[config.mk]
export PLATFORM = sky130hd
export DESIGN_NAME = sprite_compositor
export DESIGN_NICKNAME = d
export VERILOG_FILES = /design/src/rtl/sprite_comp_pkg.sv /design/src/rtl/sprite_compositor_prio_enc.sv /design/src/rtl/sprite_compositor.sv
export SDC_FILE = /design/constraint.sdc
export NUM_CORES = 1
export LEC_CHECK = 0
export CORE_ASPECT_RATIO = 0.7
export CORE_MARGIN = 10
export CORE_UTILIZATION = 45
export CTS_BUF_LIST = sky130_fd_sc_hd__clkbuf_8 sky130_fd_sc_hd__clkbuf_16
export DETAILED_ROUTE_END_ITERATION = 8
export PLACE_DENSITY = 0.74
export SETUP_SLACK_MARGIN = 0.3
export SLEW_MARGIN = 40
export SYNTH_ARGS = -nofsm -noshare
export SYNTH_HDL_FRONTEND = slang
export SYNTH_SLANG_ARGS = --single-unit
[constraint.sdc]
create_clock -name clk25 -period 8 [get_ports clk25]
set_input_delay 1.6 -clock clk25 [delete_from_list [all_inputs] [get_ports clk25]]
set_output_delay 1.6 -clock clk25 [all_outputs]
set_load 0.01 [all_outputs]
[src/rtl/sprite_comp_pkg.sv]
// Shared constants and helpers for the sprite compositor.
package sprite_comp_pkg;

    // Default colour depth of one layer pixel.
    localparam int unsigned COLOR_W = 3;

    // Colour treated as transparent when colour keying is on.
    localparam logic [COLOR_W-1:0] DEFAULT_KEY = '0;

    // Bit offset of layer `layer` inside a flat per-layer colour bus.
    function automatic int unsigned layer_lsb(input int unsigned layer, input int unsigned width);
        return layer * width;
    endfunction

endpackage

[src/rtl/sprite_compositor_prio_enc.sv]
// Fixed-priority encoder: bit 0 of the request vector wins.
module layer_prio_enc #(
    parameter int unsigned N_LAYERS = 26,
    localparam int unsigned IDX_W = $clog2(N_LAYERS)
) (
    input  logic [N_LAYERS-1:0] req,
    output logic                found,
    output logic [IDX_W-1:0]    idx
);

    // Scan from the highest index down so the lowest set bit is written last.
    always_comb begin
        // NOTE: every output gets a value before any branch, so no latch is inferred.
        found = 1'b0;
        idx   = '0;
        for (int i = int'(N_LAYERS) - 1; i >= 0; i--) begin
            if (req[i]) begin
                found = 1'b1;
                idx   = IDX_W'(i);
            end
        end
    end

endmodule

[src/rtl/sprite_compositor.sv]
// Two-stage sprite layer compositor with per-frame collision snapshots.
module sprite_compositor
    import sprite_comp_pkg::*;
#(
    parameter int unsigned      N_LAYERS = 26,
    parameter int unsigned      RGB_W    = COLOR_W,
    parameter logic [RGB_W-1:0] BG_RGB   = '0,
    parameter int unsigned      USE_KEY  = 0,
    parameter logic [RGB_W-1:0] KEY_RGB  = RGB_W'(DEFAULT_KEY)
) (
    input  logic                      clk25,
    input  logic                      rst_n,
    input  logic                      video_on,
    input  logic                      frame_end,
    input  logic [N_LAYERS-1:0]       layer_valid,
    input  logic [N_LAYERS*RGB_W-1:0] layer_rgb,
    input  logic [N_LAYERS-1:0]       layer_en,
    input  logic [N_LAYERS-1:0]       grp_a,
    input  logic [N_LAYERS-1:0]       grp_b,
    output logic [RGB_W-1:0]          rgb_out,
    output logic                      video_on_out,
    output logic [N_LAYERS-1:0]       coll_flags,
    output logic                      coll_valid
);

    localparam int unsigned IDX_W = $clog2(N_LAYERS);

    // Stage 1 registers (group masks travel with the pixel they belong to).
    logic [N_LAYERS-1:0]       elig_d,  elig_q;
    logic [N_LAYERS*RGB_W-1:0] rgb_s1_d, rgb_s1_q;
    logic                      von_s1_d, von_s1_q;
    logic                      fe_s1_d,  fe_s1_q;
    logic [N_LAYERS-1:0]       ga_s1_d,  ga_s1_q;
    logic [N_LAYERS-1:0]       gb_s1_d,  gb_s1_q;

    // Stage 2 / frame state.
    logic [RGB_W-1:0]          rgb_out_d,    rgb_out_q;
    logic                      von_out_d,    von_out_q;
    logic [N_LAYERS-1:0]       acc_d,        acc_q;
    logic [N_LAYERS-1:0]       coll_flags_d, coll_flags_q;
    logic                      coll_valid_d, coll_valid_q;

    logic                      win_found;
    logic [IDX_W-1:0]          win_idx;
    logic [RGB_W-1:0]          win_rgb;
    logic [N_LAYERS-1:0]       pix_hits;

    // Per-layer eligibility and stage-1 capture values.
    always_comb begin
        elig_d = '0;
        for (int i = 0; i < int'(N_LAYERS); i++) begin
            elig_d[i] = layer_valid[i] & layer_en[i] & video_on &
                        ((USE_KEY == 0) ||
                         (layer_rgb[layer_lsb(i, RGB_W) +: RGB_W] != KEY_RGB));
        end
        rgb_s1_d = layer_rgb;
        von_s1_d = video_on;
        fe_s1_d  = frame_end;
        ga_s1_d  = grp_a;
        gb_s1_d  = grp_b;
    end

    // Stage 1 pipeline register.
    always_ff @(posedge clk25 or negedge rst_n) begin
        if (!rst_n) begin
            elig_q   <= '0;
            rgb_s1_q <= '0;
            von_s1_q <= 1'b0;
            fe_s1_q  <= 1'b0;
            ga_s1_q  <= '0;
            gb_s1_q  <= '0;
        end else begin
            // NOTE: non-blocking updates keep every flop sampling pre-edge values.
            elig_q   <= elig_d;
            rgb_s1_q <= rgb_s1_d;
            von_s1_q <= von_s1_d;
            fe_s1_q  <= fe_s1_d;
            ga_s1_q  <= ga_s1_d;
            gb_s1_q  <= gb_s1_d;
        end
    end

    layer_prio_enc #(.N_LAYERS(N_LAYERS)) u_prio (
        .req   (elig_q),
        .found (win_found),
        .idx   (win_idx)
    );

    // Pick the winning layer's colour; blank outside the visible area.
    always_comb begin
        win_rgb = '0;
        for (int i = 0; i < int'(N_LAYERS); i++) begin
            if (win_idx == IDX_W'(i)) begin
                win_rgb = rgb_s1_q[layer_lsb(i, RGB_W) +: RGB_W];
            end
        end
        if (!von_s1_q) begin
            rgb_out_d = '0;
        end else if (win_found) begin
            rgb_out_d = win_rgb;
        end else begin
            rgb_out_d = BG_RGB;
        end
        von_out_d = von_s1_q;
    end

    // A-vs-B overlap per layer, excluding a layer's own membership in both groups.
    always_comb begin
        logic [N_LAYERS-1:0] elig_a;
        logic [N_LAYERS-1:0] elig_b;
        logic [N_LAYERS-1:0] other_mask;
        elig_a     = elig_q & ga_s1_q;
        elig_b     = elig_q & gb_s1_q;
        other_mask = '0;
        pix_hits   = '0;
        for (int i = 0; i < int'(N_LAYERS); i++) begin
            other_mask  = ~(N_LAYERS'(1) << i);
            pix_hits[i] = (elig_a[i] & (|(elig_b & other_mask))) |
                          (elig_b[i] & (|(elig_a & other_mask)));
        end
    end

    // Frame accumulator and snapshot on the stage-1 frame_end pixel.
    always_comb begin
        if (fe_s1_q) begin
            acc_d        = '0;
            coll_flags_d = acc_q | pix_hits;
            coll_valid_d = 1'b1;
        end else begin
            acc_d        = acc_q | pix_hits;
            coll_flags_d = coll_flags_q;
            coll_valid_d = 1'b0;
        end
    end

    // Stage 2 output and collision registers.
    always_ff @(posedge clk25 or negedge rst_n) begin
        if (!rst_n) begin
            // NOTE: the accumulator is plain flops, so reset clears it and no pre-reset hit survives.
            rgb_out_q    <= '0;
            von_out_q    <= 1'b0;
            acc_q        <= '0;
            coll_flags_q <= '0;
            coll_valid_q <= 1'b0;
        end else begin
            rgb_out_q    <= rgb_out_d;
            von_out_q    <= von_out_d;
            acc_q        <= acc_d;
            coll_flags_q <= coll_flags_d;
            coll_valid_q <= coll_valid_d;
        end
    end

    assign rgb_out      = rgb_out_q;
    assign video_on_out = von_out_q;
    assign coll_flags   = coll_flags_q;
    assign coll_valid   = coll_valid_q;

endmodule

==> results.cfg <==
[yosys]
ys_types = 59
synth-edff-count = 0
yosysSeqAreaShare = 0.6305
synth-warning-count = 0
synth_top_area_share = 0.6305
synthFlopType = dfrtp_1
syn_area_per_cell_um2 = 10.68
syn_inst = 799
synthTopCellsByArea = dfrtp_1 63%, a21oi_1 5.5%, nand2_1 4.3%
yosysTopAreaCell = dfrtp_1
synth_nets = 985
syn_area_mm2 = 0.008533
synthArstFlopShare = 1.000
ys_ff_latch = 215

[clock_tree]
cts_root_buf = clkbuf_16
numCtsBuffers = 20
cts_sinks = 215
clk_latency_ns = 0.50
cts_tree = built
hold_buffers = 0
clk_pin_slew_ns = 0.06
htree_levels = 1
cts_setup_buffers = 0
cts_max_path_buffers = 3
post_cts_resized = 0

[sta]
hold_slack_ns = 0.3991
fin_skew_ns = 0.01393
finalCritPeriodShare = 0.4129
setup_viol_count_final = 0
rsz0062_at_grt = no
max_freq_ghz = 0.3027
min_period_ns = 3.303
finalMaxSlewViolations = 0
worstMarginPinSlew_ns = 0.8327
hold_viol = 0
slew_headroom = 0.4403
fin_setup_tns_ns = 0

[worst_setup_path]
cp-start-kind = flip-flop
crit_arrival_ns = 3.68
r2r_slack_ns = 4.70
cp_num_buf_inv = 0
worstReg2RegEnd = rgb_out[2]$_DFF_PN0_
cpMaxStageDelayCell = nand2_1
worstSetupEndpointType = flip-flop
reg2reg_from = elig_q[1]$_DFF_PN0_
cp.depth = 9
path_delay_family = compound AO/OA/AOI/OAI gates
crit_start = elig_q[1]$_DFF_PN0_
timing_worst_setup_path_type = reg -> reg
crit_path_max_incr_delay_ns = 0.59
r2r_cells = 9
crit_top_cell = mux2i_1
path_max_fanout = 17
cp_cell_sequence = or4_1 -> a21oi_1 -> o221ai_2 -> nand2_1 -> mux2i_1 -> mux2i_1 -> o221ai_1 -> a31oi_1 -> o31a_1
cp.required_ns = 8.37
endpoint = rgb_out[2]$_DFF_PN0_

[global_routing]
grt_pass1_wl_um = 43180
grtUsageTotal = 0.2247
antenna_found_initial = 1
grt_pass1_vias = 7140
globalRouteOverflowTotal = 0
grt_max_degree = 84

[die]
die_h_um = 135.2
core_mm2 = 0.01876
fp.dieW_um = 184.6
die_area_mm2 = 0.02496
ios = 217
start_util = 0.4548
rows = 42

[pwr]
p_int_mw = 1.868
p_leak_nw = 5.156
swShare = 0.2609
pwr-share-clk = 0.356
switchingPower_mw = 0.6592
seq_power_share = 0.473
p_comb_frac = 0.171
power_density_mw_per_mm2 = 219.1
ir_worst_vdd_uv = 112.4

[finish]
drive_gt1_frac = 0.05458
nets = 1200
filler_cell_count = 1559
syn_to_final_growth_pct = 35.18

[placement]
gp_congestion = 0.9501
hpwl_um = 22080
port_buffers = 216

[drt]
firstDrtPassIters = 5
vias_per_cell = 5.692
wl_um = 28600
drt_iter0_markers = 829
wl_per_cell_um = 22.54
drc = 0
antenna_left = 0
num_vias = 7223

[flow_run]
maxCapViolCount = 0

[status]
status = finished, final reports clean

[worst_hold_path]
hold_class = reg -> reg
hold_path_depth = 0
## cell usage after synthesis (all sizes together), types with 5 or more instances
master and count:
a31oi 10, o221ai 5, nand4 14, and3 39, a21oi 94, mux2i 15
buf 15, o21ai 24, inv 8, nand3 10, nor4 17, a41oi 6
nor2 95, clkbuf 16, nand2 98, nor3 49, or4 7, dfrtp 215
## worst min-delay path by stage
| stage | end | start | slack [ns] |
|---|---|---|---|
| global route | video_on_out$_DFF_PN0_ | von_out_d$_DFF_PN0_ | 0.41 |
| floorplan | coll_valid$_DFF_PN0_ | fe_s1_q$_DFF_PN0_ | 0.35 |
| CTS | video_on_out$_DFF_PN0_ | von_out_d$_DFF_PN0_ | 0.40 |
| finish | video_on_out$_DFF_PN0_ | von_out_d$_DFF_PN0_ | 0.40 |
| detailed placement | video_on_out$_DFF_PN0_ | von_out_d$_DFF_PN0_ | 0.38 |
| global placement | video_on_out$_DFF_PN0_ | von_out_d$_DFF_PN0_ | 0.38 |
## stage by stage
stage	area (um^2)	setup WS [ns]	instances	power, mW	utilization
after floorplan	8533	5.485	799	1.412	-
after global placement	10900	4.899	1233	1.637	0.5808
after detailed placement	10920	4.802	1234	1.641	0.5818
after CTS	11530	4.771	1268	2.538	0.6148
after global routing	11530	4.585	1269	2.628	0.6148
final	11530	4.697	1269	2.527	0.6148
## routing by layer
layer,share of wire,track usage,wire (um)
met1,0.46,0.3334,13280
met2,0.41,0.3117,11620
met3,0.11,0.07395,3225
met4,0.014,0.03993,402
met5,0.0024,0.01996,70
## flip-flops by register name, indices dropped and copies added, names as in the netlist, 3 cells and up
| register | count |
|---|---|
| rgb_s1_q | 78 |
| acc_q | 26 |
| coll_flags | 26 |
| elig_q | 26 |
| ga_s1_q | 26 |
| gb_s1_q | 26 |
| rgb_out | 3 |
## cell type report
type,instances,area [um^2],share of cell area
inverter,8,30.03,0.002603
multi-input combinational,545,2963,0.2569
timing repair buffer,224,2237,0.1939
tap,242,302.8,0.02625
antenna,1,2.502,0.0002169
sequential,215,5381,0.4665
clock buffer,25,580.6,0.05033
clock inverter,9,37.54,0.003254
## kinds of logic (layout without fill, tap and decap cells)
logic type | after synthesis | count (layout) | share of synthesized area
buffers and inverters | 39 | 266 | 0.02331
AO/OA/AOI/OAI | 180 | 180 | 0.1298
other | 0 | 1 | 0
multiplexers | 16 | 16 | 0.01891
flip-flops | 215 | 215 | 0.6305
AND/OR/NAND/NOR | 349 | 349 | 0.1975
## cells in the final DEF (no fill, tap or decap), types with 10 or more instances in the layout
cell             netlist  layout
a21oi_1               94      94
a31oi_1               10      10
and3_1                39      39
clkbuf_16              0      21
clkdlybuf4s50_1        0     214
dfrtp_1              215     214
inv_1                  8      14
mux2i_1               15      15
nand2_1               98      98
nand3_1               10      10
nand4_1               14      14
nor2_1                93      93
nor3_1                47      47
nor4_1                14      14
o21ai_0               19      19
## worst register-to-register path: cells and delay by family (launching register included)
family          cells  cell delay [ns]
mux                 2             0.37
simple gates        2             1.10
compound gates      5             1.19
flops               1             0.52
## power groups by stage
stage / clock, mW / sequential, mW / combinational (mW)
finish: 0.899 / 1.20 / 0.433
floorplan: 0 / 1.21 / 0.206
global route: 0.958 / 1.20 / 0.469
global placement: 0 / 1.21 / 0.423
CTS: 0.913 / 1.19 / 0.430
detailed placement: 0 / 1.21 / 0.427
Note: power is estimated with default switching activity, not from simulation.
